**config.mk**
```make
export PLATFORM = sky130hd
export DESIGN_NAME = sram_arbiter
export DESIGN_NICKNAME = d
export VERILOG_FILES = /design/src/rtl/sram_arbiter.sv
export SDC_FILE = /design/constraint.sdc
export NUM_CORES = 1
export LEC_CHECK = 0
export ABC_CLOCK_PERIOD_IN_PS = 3400
export CORE_AREA = 2 2 87 89
export CTS_CLUSTER_SIZE = 28
export DETAILED_ROUTE_END_ITERATION = 12
export DIE_AREA = 0 0 89 91
export HOLD_SLACK_MARGIN = 0.03
export PLACE_DENSITY = 0.75
export SLEW_MARGIN = 20
export SYNTH_ARGS = -nofsm -noshare
export SYNTH_HDL_FRONTEND = slang
export SYNTH_SLANG_ARGS = --single-unit
export TNS_END_PERCENT = 50
```
**constraint.sdc**
```tcl
create_clock -name clk_i -period 3.4 [get_ports clk_i]
set_input_delay 1.02 -clock clk_i [delete_from_list [all_inputs] [get_ports clk_i]]
set_output_delay 1.02 -clock clk_i [all_outputs]
set_load 0.005 [all_outputs]
```
**src/rtl/sram_arbiter.sv**
```systemverilog
// sram_arbiter: shares one single-port SRAM between fetch (port 0) and LSU (port 1), tagging reads by owner.
// Define SRAM_ARB_RR_EN to use round-robin instead of fixed priority with a starvation guard.
module sram_arbiter #(
  parameter int ADDR_WIDTH = 16,
  parameter int DATA_WIDTH = 32,
  parameter int READ_LAT   = 1,
  parameter int STARVE_MAX = 4
) (
  input  logic                    clk_i,
  input  logic                    rst_i,
  input  logic                    p0_req_i,
  input  logic [ADDR_WIDTH-1:0]   p0_addr_i,
  output logic                    p0_gnt_o,
  output logic                    p0_rvalid_o,
  output logic [DATA_WIDTH-1:0]   p0_rdata_o,
  input  logic                    p1_req_i,
  input  logic                    p1_we_i,
  input  logic [ADDR_WIDTH-1:0]   p1_addr_i,
  input  logic [DATA_WIDTH-1:0]   p1_wdata_i,
  input  logic [DATA_WIDTH/8-1:0] p1_wmask_i,
  output logic                    p1_gnt_o,
  output logic                    p1_rvalid_o,
  output logic [DATA_WIDTH-1:0]   p1_rdata_o,
  output logic                    sram_csb_o,
  output logic                    sram_web_o,
  output logic [DATA_WIDTH/8-1:0] sram_wmask_o,
  output logic [ADDR_WIDTH-1:0]   sram_addr_o,
  output logic [DATA_WIDTH-1:0]   sram_wdata_o,
  input  logic [DATA_WIDTH-1:0]   sram_rdata_i
);
  logic g0, g1, wr, rd;
  logic [READ_LAT-1:0] tag_v, tag_o;
`ifdef SRAM_ARB_RR_EN
  logic ptr;
  assign g0 = ~rst_i & p0_req_i & (~p1_req_i | ~ptr);
  always_ff @(posedge clk_i or posedge rst_i)
    if (rst_i) ptr <= 1'b0;
    else if (ptr ? g1 : g0) ptr <= ~ptr;
`else
  localparam int CW = $clog2(STARVE_MAX + 1);
  localparam logic [CW-1:0] SMAX = CW'(STARVE_MAX);
  logic [CW-1:0] starve;
  assign g0 = ~rst_i & p0_req_i & (~p1_req_i | (starve == SMAX));
  always_ff @(posedge clk_i or posedge rst_i)
    if (rst_i) starve <= '0;
    else if (~p0_req_i | g0) starve <= '0;
    else if (starve != SMAX) starve <= starve + 1'b1;
`endif
  assign g1 = ~rst_i & p1_req_i & ~g0;
  assign wr = g1 & p1_we_i;
  assign rd = g0 | (g1 & ~p1_we_i);
  assign p0_gnt_o = g0;
  assign p1_gnt_o = g1;
  assign sram_csb_o = ~(g0 | g1);
  assign sram_web_o = ~wr;
  assign sram_addr_o = g0 ? p0_addr_i : (g1 ? p1_addr_i : '0);
  assign sram_wdata_o = wr ? p1_wdata_i : '0;
  assign sram_wmask_o = wr ? p1_wmask_i : '0;
  // Owner tag travels alongside the macro latency; bit 1 marks port 1.
  always_ff @(posedge clk_i or posedge rst_i)
    if (rst_i) begin
      tag_v <= '0;
      tag_o <= '0;
    end else begin
      tag_v <= (tag_v << 1) | READ_LAT'(rd);
      tag_o <= (tag_o << 1) | READ_LAT'(g1);
    end
  assign p0_rvalid_o = tag_v[READ_LAT-1] & ~tag_o[READ_LAT-1];
  assign p1_rvalid_o = tag_v[READ_LAT-1] & tag_o[READ_LAT-1];
  assign p0_rdata_o = p0_rvalid_o ? sram_rdata_i : '0;
  assign p1_rdata_o = p1_rvalid_o ? sram_rdata_i : '0;
endmodule

```
### Yosys cells after proc, flatten, opt, wreduce, memory -nomap -nowiden

Cells that the tools add are included.
Widths: inputs -> output; s select.

| storage, ports and cells | value |
|---|---|
| flip-flop bits (word level) | 5 |
| output and inout port bits | 122 |
| input bits | 105 |

| operators by class | value |
|---|---|
| reduce and logical (&&, ||, !) cells | 1 |
| bitwise operators | 20 |
| $add $sub $neg | 1 |
| equal/unequal tests | 2 |
| muxes and demuxes | 8 |

Operator list:

| operator | number |
|---|---|
| $mux 32 | 3 |
| $mux 16 | 2 |
| $and 1x1->1 | 8 |
| $not 1->1 | 8 |
| $mux 3 | 2 |
| $mux 4 | 1 |
| $or 1x1->1 | 4 |
| $add 3x1->3 const B | 1 |
| $eq 3x3->1 const B | 1 |
| $ne 3x3->1 const B | 1 |
| $reduce_bool 2->1 | 1 |

### Longest topological paths before layout

| logic depth | value |
|---|---|
| depth after elaboration | 7 |
| mapped depth | 6 |
| mapped depth without buffers | 4 |

### Worst setup path after synthesis

No wires, ideal clock.

| path | value |
|---|---|
| path type | input to output |
| from | input port rst_i |
| to | output port sram_wdata_o[26] |
| setup slack | 0.665 ns |
| stages | 4 |
| required time | 2.380 ns |
| buffers on the path | 2 |
| arrival | 1.715 ns |
| cell sequence | nand2b_1 > buf_2 > buf_2 > nor3_1 |

| on the way | value |
|---|---|
| cells in the longest elaborated chain, start to end | 7 |

Ends and longest elaborated chain:

| what | RTL line | source |
|---|---|---|
| start, declared | 10 | `input logic rst_i,` |
| $not 1->1 (*) | 43, 49 |  |
| $and 1x1->1 (2 in a row) | 43 | `assign g0 = ~rst_i & p0_req_i & (~p1_req_i \| (starve == SMAX));` |
| $not 1->1 | 49 | `assign g1 = ~rst_i & p1_req_i & ~g0;` |
| $and 1x1->1 (*) | 49 |  |
| $and 1x1->1 (*) | 50 | `assign wr = g1 & p1_we_i;` |
| $mux 32 (*) | 57 | `assign sram_wdata_o = wr ? p1_wdata_i : '0;` |
| end, declared | 28 | `output logic [DATA_WIDTH-1:0] sram_wdata_o,` |

Every way passes the cells marked *; elsewhere a longest branch is shown, timed or not.

### Worst setup path in the final report

| path | value |
|---|---|
| from | input port p1_we_i |
| to | output port sram_web_o |

| on the way | value |
|---|---|
| cells in the longest elaborated chain, start to end | 2 |

Ends and longest elaborated chain:

| what | RTL line | source |
|---|---|---|
| start, declared | 17 | `input logic p1_we_i,` |
| $and 1x1->1 | 50 |  |
| $not 1->1 | 55 | `assign sram_web_o = ~wr;` |
| end, declared | 25 | `output logic sram_web_o,` |

Every way passes these cells.

==> impl_metrics.py <==
metrics = {
    "status": {
        "outcome": "complete, no violations",
    },
    "logic_synthesis": {
        "ys_seq_area_share_pct": 8.18,
        "synth_fp_nets": 356,
        "synth.avg_cell_area_um2": 6.15,
        "syn_area_um2": 1530,
        "ys_ff_latch": 5,
        "yosys_warnings": 0,
        "ys_types": 22,
        "syn_inst": 249,
    },
    "pwr": {
        "power.internal_mw": 0.378,
        "powerDensity_nw_per_um2": 133,
        "power_frac_seq_pct": 12.4,
        "ir_worst_vdd_v": 0.0000723,
        "p_leak_nw": 1.86,
        "pwr-share-comb_pct": 67.6,
        "clockPowerShare_pct": 20.0,
        "p_sw_share_pct": 29.6,
        "switching_power_mw": 0.159,
    },
    "layout": {
        "layout.nets": 577,
        "finalInstanceArea_um2": 4040,
        "final_util_pct": 56.6,
        "area_growth_pct": 164,
        "seqCellArea_um2": 125,
        "mostFrequentLayoutCell": "clkdlybuf4s50_1",
        "nFillCells": 718,
        "drive_above_1_share_pct": 7.68,
        "multi_input_area_um2": 1280,
        "mostFrequentLayoutCells": "clkdlybuf4s50_1 (168), dlygate4sd2_1 (56), nand2_1 (39)",
    },
    "floorplan": {
        "initial_core_util_pct": 21.4,
        "die_height_um": 91,
        "io_pins": 227,
        "core_area_um2": 7140,
        "fp.dieW_um": 89,
        "fp.dieArea_um2": 8100,
        "num_rows": 31,
    },
    "clock_tree": {
        "path_clk_slew_ns": 0.03,
        "cts_buffer_depth": 2,
        "cts_buffers": 3,
        "htreeDepth": 1,
        "clkSinkCount": 5,
        "cts-root-buf": "clkbuf_8",
        "cts_tree": "yes",
        "clock_latency_ns": 0.22,
    },
    "global_route": {
        "grt_pass1_vias": 2539,
        "grt_pass1_wl_um": 12200,
        "grt.overflow.total": 0,
        "grt_usage_pct": 18.6,
        "grt_max_degree": 35,
        "antenna_found_initial": 1,
    },
    "routing": {
        "finalWirelength_um": 8130,
        "postRouteAntennaNets": 0,
        "drt_iter0_drc": 99,
        "firstDrtPassIters": 4,
        "viasPerCell": 4.69,
        "route.detailed.drc": 0,
        "routedWlPerCell_um": 14.3,
        "routed-via-count": 2666,
    },
    "sta": {
        "rsz0062_at_grt": "false",
        "fin_crit_ns": 3.32,
        "slew_headroom_pct": 54.1,
        "holdWs_ns": 0.586,
        "fin_skew_ns": 0.000724,
        "drv_slew": 0,
        "finalHoldViolCount": 0,
        "fmax_mhz": 301,
        "period_share_pct": 97.7,
        "setup_violations": 0,
        "worst_pin_slew_ns": 0.689,
    },
    "hold_path": {
        "hp-class": "flop to flop",
    },
    "setup_path": {
        "crit_fanout": 20,
        "startpoint_type": "input port",
        "crit_arrival_ns": 2.30,
        "path_class": "input port to primary output",
        "worstPathRequired_ns": 2.38,
        "ff2ff_setup_slack_ns": 1.95,
        "end_kind": "primary output",
    },
    "placed_design": {
        "place_area_um2": 3950,
        "gp_congestion": 0.859,
        "port_buffers": 226,
        "dp_hpwl_um": 6590,
    },
    "run": {
        "cap_violations": 0,
    },
}
[synth_stat cells]
library cell  count  area, um2
ha_1              2       25.0
inv_1             3       11.3
nand2b_1          4       25.0
a21boi_2          1       11.3
dfrtp_1           5        125
o22ai_1          19        119
o21ai_0           2       10.0
nand3b_1         32        240
buf_4             3       22.5
o2bb2ai_1         1       8.76
or3b_1            2       17.5
nor3_1           36        180
and3_1           33        206
buf_6             4       45.0
clkbuf_1         17       63.8
buf_2             8       40.0
and2_1           33        206
nand3_1           1       5.00
nor2_1            2       7.51
a31oi_1           1       6.26
and2b_1           1       7.51
nand2_1          39        146
[flip-flops by register name (all words and copies together) (netlist names)]
name    cells
starve      3
tag_v       1
tag_o       1
[through the flow]
| stage | setup WS (ns) | std cells | TNS, ns | power [mW] |
|---|---|---|---|---|
| global route | 0.00384 | 569 | 0 | 0.577 |
| detailed placement | -0.360 | 561 | -15.40 | 0.438 |
| finish | 0.0772 | 569 | 0 | 0.537 |
| floorplan | 0.665 | 249 | 0 | 0.181 |
| CTS | -0.0945 | 568 | -0.0945 | 0.540 |
| global placement | -0.352 | 561 | -14.26 | 0.432 |
[routing by layer]
metal,track usage (%),vias to the layer above,routed length [um]
met5,0,-,0
met4,3.61,0,81
met3,3.55,6,761
met2,36.1,145,4280
met1,20.2,1198,3010
li1,-,1317,-
[final timing paths]
path,startpoint,endpoint,depth (start not counted)
max,p1_we_i,sram_web_o,4
min,starve[0],starve[0],2
max reg2reg,starve[0],tag_o,5
min reg2reg,starve[0],starve[0],2
max in group asynchronous,rst_i,starve[2],4
min in group asynchronous,rst_i,tag_v,4
[critical path, cell delays in order]
cell and delay (ns):
clkdlybuf4s50_1 0.50, buf_12 0.16, or3b_1 0.34, dlygate4sd2_1 0.27
[power groups by stage]
stage / registers [mW] / clock network, mW / logic, mW
global route: 0.0672 / 0.115 / 0.395
floorplan: 0.0674 / 0 / 0.114
finish: 0.0667 / 0.108 / 0.363
CTS: 0.0667 / 0.109 / 0.364
detailed placement: 0.0673 / 0 / 0.371
global placement: 0.0670 / 0 / 0.365
[cells by family after synthesis]
group | synth area share, %
fa+ha+maj | 1.64
compound gates | 10.1
buf+inv | 11.9
simple gates | 68.1
flops | 8.18
[layout make-up]
type / instances / area share [%]
Sequential cell: 5 / 3.10
Timing Repair Buffer: 247 / 60.7
Inverter: 3 / 0.279
Tap cell: 99 / 3.07
Multi-Input combinational cell: 210 / 31.7
Clock buffer: 4 / 1.11
Antenna cell: 1 / 0.0619
[repair_timing]
item	4_1_cts	5_1_grt
hold buffers	0	0
pin swaps	0	1
buffers inserted	1	0
setup endpoints to repair	56	6
gates cloned	2	0
gates resized for setup	66	6
Note: power is estimated with default switching activity, not from simulation.
